File: config.mk
export PLATFORM = sky130hd
export DESIGN_NAME = wb_trace_fifo
export DESIGN_NICKNAME = d
export VERILOG_FILES = /design/src/rtl/wb_trace_fifo.sv
export SDC_FILE = /design/constraint.sdc
export NUM_CORES = 1
export LEC_CHECK = 0
export CAP_MARGIN = 20
export CORE_AREA = 2 2 272 274
export CTS_CLUSTER_DIAMETER = 200
export DETAILED_ROUTE_END_ITERATION = 10
export DIE_AREA = 0 0 274 276
export GPL_TIMING_DRIVEN = 1
export PLACE_DENSITY_LB_ADDON = 0.2
export REMOVE_ABC_BUFFERS = 1
export SLEW_MARGIN = 20
export SYNTH_ARGS = -nofsm -noshare
export SYNTH_HDL_FRONTEND = slang
export SYNTH_SLANG_ARGS = --single-unit
File: constraint.sdc
create_clock -name clk -period 9 [get_ports clk]
set_clock_uncertainty 0.2 [all_clocks]
set_input_delay 1.8 -clock clk [delete_from_list [all_inputs] [get_ports clk]]
set_output_delay 1.8 -clock clk [all_outputs]
set_load 0.01 [all_outputs]
File: src/rtl/wb_trace_fifo.sv
// Writeback-stage trace capture: first-word-fall-through FIFO of retiring register writes with drop accounting.
// Optional build macro WB_TRACE_TIMESTAMP_EN adds a cycle-counter stamp to each entry and an out_stamp port.
module wb_trace_fifo #(
  parameter int DEPTH  = 16,
  parameter int ADDR_W = 4
) (
  input  logic              clk,
  input  logic              reset,
  input  logic              trace_en,
  input  logic              clr_ovf,
  input  logic [31:0]       PCW,
  input  logic              RegWriteW,
  input  logic [4:0]        WriteRegW,
  input  logic [31:0]       ResultW,
  output logic              out_valid,
  input  logic              out_ready,
  output logic [31:0]       out_pc,
  output logic [4:0]        out_reg,
  output logic [31:0]       out_data,
  output logic [ADDR_W:0]   count,
  output logic              overflow,
  output logic [15:0]       drop_count
`ifdef WB_TRACE_TIMESTAMP_EN
  ,
  output logic [31:0]       out_stamp
`endif
);

`ifdef WB_TRACE_TIMESTAMP_EN
  localparam int ENTRY_W = 101;
`else
  localparam int ENTRY_W = 69;
`endif
  localparam logic [ADDR_W:0] FULL_CNT = (ADDR_W+1)'(DEPTH);

  logic [ENTRY_W-1:0] mem [DEPTH];
  logic [ENTRY_W-1:0] entryIn;
  logic [ENTRY_W-1:0] head;
  logic [ADDR_W-1:0]  wrPtr;
  logic [ADDR_W-1:0]  rdPtr;
  logic               capture;
  logic               full;
  logic               pop;
  logic               push;
  logic               drop;

  assign capture   = trace_en & RegWriteW & (WriteRegW != 5'd0);
  assign full      = (count == FULL_CNT);
  assign out_valid = (count != '0);
  assign pop       = out_valid & out_ready;
  // A full FIFO still accepts a capture when the head leaves in the same cycle.
  assign push      = capture & (~full | pop);
  assign drop      = capture & full & ~pop;

`ifdef WB_TRACE_TIMESTAMP_EN
  logic [31:0] cycleCnt;

  always_ff @(posedge clk or negedge reset) begin
    if (!reset) cycleCnt <= '0;
    else        cycleCnt <= cycleCnt + 32'd1;
  end

  assign entryIn = {cycleCnt, PCW, WriteRegW, ResultW};
`else
  assign entryIn = {PCW, WriteRegW, ResultW};
`endif

  // NOTE: storage has no reset; stale words are never visible because outputs are gated by out_valid.
  always_ff @(posedge clk) begin
    if (push) mem[wrPtr] <= entryIn;
  end

  // NOTE: sequential state uses non-blocking assignments so every register samples pre-edge values.
  always_ff @(posedge clk or negedge reset) begin
    if (!reset) begin
      wrPtr <= '0;
      rdPtr <= '0;
      count <= '0;
    end else begin
      if (push) wrPtr <= wrPtr + 1'b1;
      if (pop)  rdPtr <= rdPtr + 1'b1;
      if (push && !pop)      count <= count + 1'b1;
      else if (pop && !push) count <= count - 1'b1;
    end
  end

  // A drop coinciding with a clear leaves a count of exactly that one drop.
  always_ff @(posedge clk or negedge reset) begin
    if (!reset) begin
      overflow   <= 1'b0;
      drop_count <= '0;
    end else if (clr_ovf) begin
      overflow   <= 1'b0;
      drop_count <= drop ? 16'd1 : 16'd0;
    end else if (drop) begin
      overflow <= 1'b1;
      if (drop_count != 16'hFFFF) drop_count <= drop_count + 16'd1;
    end
  end

  assign head = mem[rdPtr];

  // NOTE: every always_comb output gets a default first so no latch is inferred.
  always_comb begin
    out_pc   = '0;
    out_reg  = '0;
    out_data = '0;
`ifdef WB_TRACE_TIMESTAMP_EN
    out_stamp = '0;
`endif
    if (out_valid) begin
      out_data = head[31:0];
      out_reg  = head[36:32];
      out_pc   = head[68:37];
`ifdef WB_TRACE_TIMESTAMP_EN
      out_stamp = head[100:69];
`endif
    end
  end

endmodule
# After elaboration in Yosys (flattened, before gate mapping)
# Memory sizes are Yosys's and may differ from the RTL's.
# Index checks and enable logic that the tools add are counted.
[word_totals] reg_bits=30 mem_bits_rw=1104 in_bits=75 out_inout_bits=92 word_cells=45 memories=1
[op_classes] n_addsub=5 n_eq_ne=2 n_mux=13 bitwise_logic=9 reduce_logical=10
[memory_table] memory="mem" depth=16 width=69 rd=1 rd_clocked_by_memory_dff=0 wr=1 line="36" rtl="logic [ENTRY_W-1:0] mem [DEPTH];"
[op_table] op="32-bit 2-to-1 mux" count=2
[op_table] op="16-bit 2-to-1 mux" count=3
[op_table] op="16-bit by 1-bit adder with 16-bit output, second input constant" count=1
[op_table] op="16-bit != test, second input constant" count=1
[op_table] op="5-bit 2-to-1 mux" count=3
[op_table] op="5-bit nonzero test" count=2
[op_table] op="4-bit by 1-bit adder with 4-bit output, second input constant" count=2
[op_table] op="1-bit AND" count=6
[op_table] op="2-bit nonzero test" count=3
[op_table] op="5-bit by 1-bit adder with 5-bit output, second input constant" count=1
[op_table] op="5-bit equality test, second input constant" count=1
[op_table] op="1-bit 2-to-1 mux" count=5
[op_table] op="5-bit by 1-bit subtractor with 5-bit output, second input constant" count=1
[op_table] op="1-bit logical AND" count=2
[op_table] op="1-bit logical NOT" count=2
[op_table] op="1-bit NOT" count=2
[op_table] op="2-bit AND reduction" count=1
[op_table] op="1-bit OR" count=1

# Longest topological paths before layout
# Gate-level depths: netlist of the first run.
[logic_depth] depth_word=8 mapped_depth=12 mapped_depth_nobuf=11

# Worst setup path before layout of the first run
# OpenSTA, ideal clock, no wires.
[synth_timing] path_type="input to register" startpoint="in WriteRegW[3]" endpoint="mem mem[7][0], enable pin" setup_ns=0.581 arrival_time_ns=6.998 required_ns=8.219 slack_ns=1.221 cell_stages=4 n_path_buf=0 cell_sequence="or4_1 -> o211a_1 -> nand3_1 -> nor3_1"
[synth_between] elab_chain_cells=5
[synth_rtl] element="start, declared" line="13" rtl="input logic [4:0] WriteRegW,"
[synth_rtl] element="5-bit nonzero test" line="47" rtl="assign capture = trace_en & RegWriteW & (WriteRegW != 5'd0);"
[synth_rtl] element="1-bit AND" line="47"
[synth_rtl] element="1-bit AND" line="52" rtl="assign push = capture & (~full | pop);"
[synth_rtl] element="1-bit 2-to-1 mux" line="70" rtl="if (push) mem[wrPtr] <= entryIn;"
[synth_rtl] element="1-bit 2-to-1 mux (implied by the code)" line="70"
[synth_rtl] element="end, declared" line="36"
# No other way between the ends.

# Worst setup path after layout of the first run
[layout_timing] startpoint="reg rdPtr[1]" endpoint="out out_pc[30]"
[layout_between] elab_chain_cells=2
[layout_rtl] element="start, declared" line="40" rtl="logic [ADDR_W-1:0] rdPtr;"
[layout_rtl] element="start signal, assigned" line="81" rtl="if (pop) rdPtr <= rdPtr + 1'b1;"
[layout_rtl] element="memory read 16 x 69 bit"
[layout_rtl] element="32-bit 2-to-1 mux" line="111" rtl="if (out_valid) begin"
[layout_rtl] element="end, declared" line="17" rtl="output logic [31:0] out_pc,"
# No other way between the ends.

==> impl_results.md, run 1 <==
- Unrepaired setup endpoints after global routing: false
- Int Pwr: 0.0110 W
- Starting density of the core: 59.7%
- Met3 Use GR: 3.52%
- DR vias: 20.0k
- Synth top area share: 76.4%
- Top post-synthesis cells by count: edfxtp_1, mux4_2, mux2i_1
- Full die area: 75600 um^2
- Static leakage: 15.9 nW
- Latest clock arrival within the worst-skew pair: 0.65 ns
- Cell depth of the worst flop-to-flop path: 6
- Yosys top cell by area: edfxtp_1
- Worst Setup End Kind: output pin
- Num CTS Buffers: 107
- Wirelength per Cell: 28.5 um
- Rows: 99
- Switch share: 28.0%
- IO Count: 167
- Drt via density: 6.40
- Synthesized cell area: 43400 um^2
- Tightest Hold Check Type: reg2reg
- CTS clk-pin slew, worst paths: 0.06 ns
- Hold path depth: 2
- Final nets: 2162
- Die height: 276 um
- Area grow syn2layout: 14.8%
- Final Critical Period: 6.23 ns
- Hold EP: overflow
- Vias in the first global route: 21.1k
- Yosys warns: 0
- CTS tree: done
- Max Clk Rate: 0.160 GHz
- Gate power share: 29.1%
- Headroom to the max-slew limit: 26.5%
- Startpoint Class: register
- Worst path top cell family by delay: buffers and inverters
- Prevailing post-synth register cell: edfxtp_1
- Overall routed net length: 89000 um
- Synthesized area per cell: 23.2 um^2
- Max FO, Critical Path: 63
- CTS Root Cell: clkbuf_16
- WP data required: 7.00 ns
- Share of cells above drive strength 1: 23.0%
- GRT Max-Usage Layer: met2
- Post-CTS Setup Bufs: 0
- # hold bufs at CTS: 0
- VDD IR-drop max: 0.290 mV
- # clock sinks: 1134
- Slowest CP cell: dfrtp_4
- Area of the core: 72600 um^2
- Drt first pass iters: 5
- Worst endpoint data arrival time: 4.23 ns
- Dpl hpwl: 45300 um
- Post-synth EDFFs: 1104
- Reg-to-Reg End: mem[12][7]
- Post-synthesis async set-or-reset flop share: 2.65%
- Synth top area cells: edfxtp_1, mux4_2, mux2i_1
- # Max-Cap Violations: 0
- P_sw: 0.00428 W
- Post-route ant nets: 0
- IO buf count: 166
- Seq cells post-synth: 1134
- Seq/Total Area, Yosys: 78.2%
- Synth cell types: 40
- Die Span X: 274 um
- HP Start: overflow
- Type of the worst setup path: reg2out
- Power, Total: 0.0153 W
- Final hold vios: 0
- Worst path bufs/invs: 2
- GRT met1 Usage: 36.2%
- CTS max path bufs: 3
- CTS H-tree lvls: 3
- Critical Path Max Stage Delay: 1.07 ns
- Most common cell in the netlist: edfxtp_1
- Cells after synthesis: 1869
- Final cycle utilization of the critical path: 69.3%
- Post-CTS sizing: 0
- Status: complete, no violations
- Setup ws final: 2.77 ns
- Total gr overflow: 0
- Hold Slack: 0.314 ns
- Final setup fails: 0
- Critical-path cell list: buf_4 > mux4_2 > mux2i_1 > o22ai_1 > clkdlybuf4s50_1
- Clock power share: 29.7%
- DR iter-0 viols: 2295
- # DRC: 0
- Slew @ Worst Pin: 1.10 ns
- Largest net degree at the start of global routing: 129
- Reg2reg setup slack: 5.07 ns
- Flop pwr share: 41.2%
- Met2 GRT Util: 37.9%
- Reg2reg start: count[0]
- Worst slack, placed: 2.81 ns
- GRT Util Overall: 24.1%
- Final GP Congestion: 0.785
- Initial antenna violation count: 6
- PwrDens: 307 nW/um^2
- First-pass GRT wire length: 134000 um
- Levels on crit path: 5
- Final Max Slew Viols: 0
## power by group through the flow
stage	Sequential (W)	Clock (W)	Combinational [W]
finish	0.00630	0.00455	0.00445
global route	0.00632	0.00482	0.00473
CTS	0.00634	0.00462	0.00447
detailed placement	0.00644	0	0.00444
global placement	0.00642	0	0.00440
floorplan	0.00679	0	0.00334
## worst reg2reg max path, cell delays in order, from the launching register on
cell and delay [ns]:
dfrtp_1 0.47, nor4_2 0.10, and3b_1 0.27, nor2_1 0.40
nand3_1 0.45, nor2_4 0.89, buf_4 0.74
## placed cells by master, fill, tap and decap left out, types with 4 or more instances in the layout
| cell | count |
|---|---|
| nor4_1 | 4 |
| nand4_1 | 5 |
| edfxtp_1 | 1104 |
| o22ai_1 | 69 |
| nand3_1 | 10 |
| clkdlybuf4s50_1 | 166 |
| o31ai_1 | 5 |
| nand2_1 | 9 |
| xor2_1 | 4 |
| inv_1 | 11 |
| buf_12 | 5 |
| nor2_4 | 4 |
| clkbuf_8 | 4 |
| bufinv_16 | 14 |
| mux4_2 | 276 |
| buf_4 | 27 |
| clkbuf_1 | 13 |
| mux2i_1 | 140 |
| nor3_2 | 4 |
| ha_1 | 10 |
| nor2_1 | 15 |
| or3_1 | 5 |
| a21oi_1 | 13 |
| diode_2 | 4 |
| clkinv_1 | 20 |
| o21ai_0 | 7 |
| clkinv_2 | 26 |
| xnor2_1 | 12 |
| or4_1 | 6 |
| and2_4 | 8 |
| clkbuf_16 | 113 |
| dfrtp_1 | 27 |
## routing by layer
metal / share of wire (%) / vias up
li1: - / 8391
met1: 42 / 10700
met2: 50 / 760
met3: 6.8 / 109
met4: 1.7 / 2
met5: 0.011 / -
## worst max-delay path by stage
stage,from,endpoint,slack (ns)
CTS,rdPtr[0],out_pc[13],2.58
detailed placement,WriteRegW[0],mem[12][26],2.81
global route,rdPtr[0],out_pc[13],2.58
global placement,WriteRegW[0],mem[12][7],2.93
floorplan,rdPtr[0],out_data[0],-4.81
finish,rdPtr[1],out_pc[30],2.77
## cell type report
cell class              count  area [um^2]
diodes                      4         10.0
clock buffers             130         2930
clock inverters            64          657
fillers                  4389        22800
inverters                  11         41.3
multi-input cells         624         9070
flip-flops and latches   1134        33900
well taps                 959         1200
repair buffers            198         1960
## sequential cells by signal, summed over array words and instances, names as in the netlist
signal      flops
drop_count     16
rdPtr           4
mem          1104
count           5
wrPtr           4
overflow        1
## metrics by stage
step	instance area [um^2]	cells	TNS (ns)	util, %
2_1_floorplan	42900	1769	-341.01	-
3_3_place_gp	46200	2925	0	63.6
3_5_place_dp	46200	2925	0	63.6
4_1_cts	49800	3119	0	68.6
5_1_grt	49800	3123	0	68.6
6_report	49800	3124	0	68.6
## cells by family after synthesis
logic type      share of synthesized area, %
fa+ha+maj                              0.335
compound gates                          1.40
flops                                   78.2
simple gates                            1.05
buf+inv                                 1.09
xor+xnor                               0.323
mux                                     17.6
(Power assumes the default switching activity.)
==> inputs of run 2 (changes only) <==
- CORE_AREA: 2 2 272 274 -> 2 2 284 286
- DIE_AREA: 0 0 274 276 -> 0 0 286 288
- clock period: 9 -> 5.1 ns (I/O delays scaled with it)
==> impl_results.md, run 2 (same netlist as run 1, synthesis figures left out) <==
- Commonest non-fill, non-tap cell in the layout: edfxtp_1
- GRT Max-Usage Layer: met2
- Overall routed net length: 91300 um
- CTS max path bufs: 3
- DR iter-0 viols: 1927
- Final Max Slew Viols: 0
- Total gr overflow: 0
- Drt via density: 6.15
- Final cycle utilization of the critical path: 91.2%
- Type of the worst setup path: reg2out
- Starting density of the core: 54.5%
- Critical-path cell list: buf_4 > mux4_2 > mux2i_1 > o22ai_1 > clkdlybuf4s50_1
- Latest clock arrival within the worst-skew pair: 0.66 ns
- Levels on crit path: 5
- Worst Setup End Kind: output pin
- Max reg flops: 1104
- Worst endpoint data arrival time: 3.43 ns
- CTS clk-pin slew, worst paths: 0.06 ns
- # Max-Cap Violations: 0
- IO Count: 167
- Biggest registers after layout: mem: 1104 flops, drop_count: 16 flops, count: 5 flops
- GRT Util Overall: 22.5%
- Switch share: 28.2%
- Met3 Use GR: 3.87%
- WP data required: 3.88 ns
- Unrepaired setup endpoints after global routing: false
- Area after DPL: 46800 um^2
- Final hold vios: 0
- Worst path bufs/invs: 2
- Largest net degree at the start of global routing: 70
- # DRC: 0
- Critical Path Max Stage Delay: 0.69 ns
- Initial antenna violation count: 7
- Full die area: 82400 um^2
- Post-CTS Setup Bufs: 0
- Reg2reg setup slack: 1.92 ns
- Gate power share: 29.8%
- P_sw: 0.00760 W
- Wirelength per Cell: 28.1 um
- Slowest CP cell: dfrtp_4
- Area grow syn2layout: 16.0%
- Clock power share: 29.1%
- Met2 GRT Util: 36.4%
- Fin area: 50300 um^2
- VDD IR-drop max: 0.324 mV
- Final Critical Period: 4.65 ns
- CTS Root Cell: clkbuf_16
- Most frequent cells in the layout: edfxtp_1, mux4_2, clkdlybuf4s50_1
- Most flops, register: mem
- Die Span X: 286 um
- # hold bufs at CTS: 0
- GRT met1 Usage: 32.2%
- Final nets: 2188
- Final setup fails: 0
- IO buf count: 166
- # clock sinks: 1134
- TNS Setup: 0 ns
- Int Pwr: 0.0193 W
- Slew @ Worst Pin: 0.721 ns
- Static leakage: 16.0 nW
- Critical path origin: rdPtr[0]
- Reg-to-Reg End: count[4]
- PwrDens: 535 nW/um^2
- Die height: 288 um
- Max Clk Rate: 0.215 GHz
- CTS tree: done
- Num CTS Buffers: 108
- Tightest Hold Check Type: reg2reg
- First-pass GRT wire length: 135000 um
- Rows: 104
- Worst path top cell family by delay: buffers and inverters
- Share of cells above drive strength 1: 23.7%
- DR vias: 20.0k
- Vias in the first global route: 20.9k
- Area of the core: 79600 um^2
- Drt first pass iters: 5
- Startpoint Class: register
- Post-CTS sizing: 0
- Worst setup endpoint: out_pc[19]
- Max FO, Critical Path: 28
- Dpl hpwl: 45600 um
- CTS H-tree lvls: 3
- Post-route ant nets: 0
- Cell depth of the worst flop-to-flop path: 11
- Power, Total: 0.0269 W
- Status: complete, no violations
- Flop pwr share: 41.1%
- Final GP Congestion: 0.781
- Headroom to the max-slew limit: 52.0%
- Reg2reg start: count[0]
==> run 2: area by class of cell <==
cell class / count / area (um^2)
Antenna cell: 2 / 5.00
Timing Repair Buffer: 223 / 2490
Clock inverter: 73 / 687
Sequential cell: 1134 / 33900
Inverter: 11 / 41.3
Multi-Input combinational cell: 624 / 9070
Clock buffer: 123 / 2780
Fill cell: 5283 / 29300
Tap cell: 1060 / 1330
==> run 2: power groups by stage <==
stage	Sequential [W]	Combinational, W	Clock [W]
2_1_floorplan	0.0118	0.00465	0
3_3_place_gp	0.0112	0.00812	0
3_5_place_dp	0.0113	0.00814	0
4_1_cts	0.0111	0.00818	0.00797
5_1_grt	0.0111	0.00854	0.00833
6_report	0.0111	0.00803	0.00784
==> run 2: per-stage QoR <==
step	hold WS, ns	worst slack [ns]	std cells	util [%]
after floorplan	0.279	-7.93	1769	-
after global routing	0.365	0.273	3250	63.2
after global placement	0.293	0.619	3052	58.8
final	0.316	0.450	3250	63.2
after detailed placement	0.297	0.588	3052	58.8
after CTS	0.314	0.372	3248	63.2
==> run 2: worst min path at each step <==
stage | start | endpoint | slack, ns | depth (start not counted)
2_1_floorplan | rdPtr[2] | rdPtr[2] | 0.28 | 1
4_1_cts | overflow | overflow | 0.31 | 2
3_5_place_dp | overflow | overflow | 0.30 | 2
5_1_grt | overflow | overflow | 0.37 | 2
6_report | overflow | overflow | 0.32 | 2
3_3_place_gp | overflow | overflow | 0.29 | 2
==> run 2: metal layers <==
metal / part of all wire [%] / wire length [um] / vias up
met4: 1.9 / 1710 / 10
li1: - / - / 8444
met1: 42 / 37900 / 10700
met2: 50 / 45500 / 675
met3: 6.7 / 6110 / 127
met5: 0.072 / 66 / -
==> run 2: tightest hold or removal path: stages (launching register included) <==
cell and delay (ns):
dfrtp_1 0.35, nor2_1 0.05, nor2_1 0.08
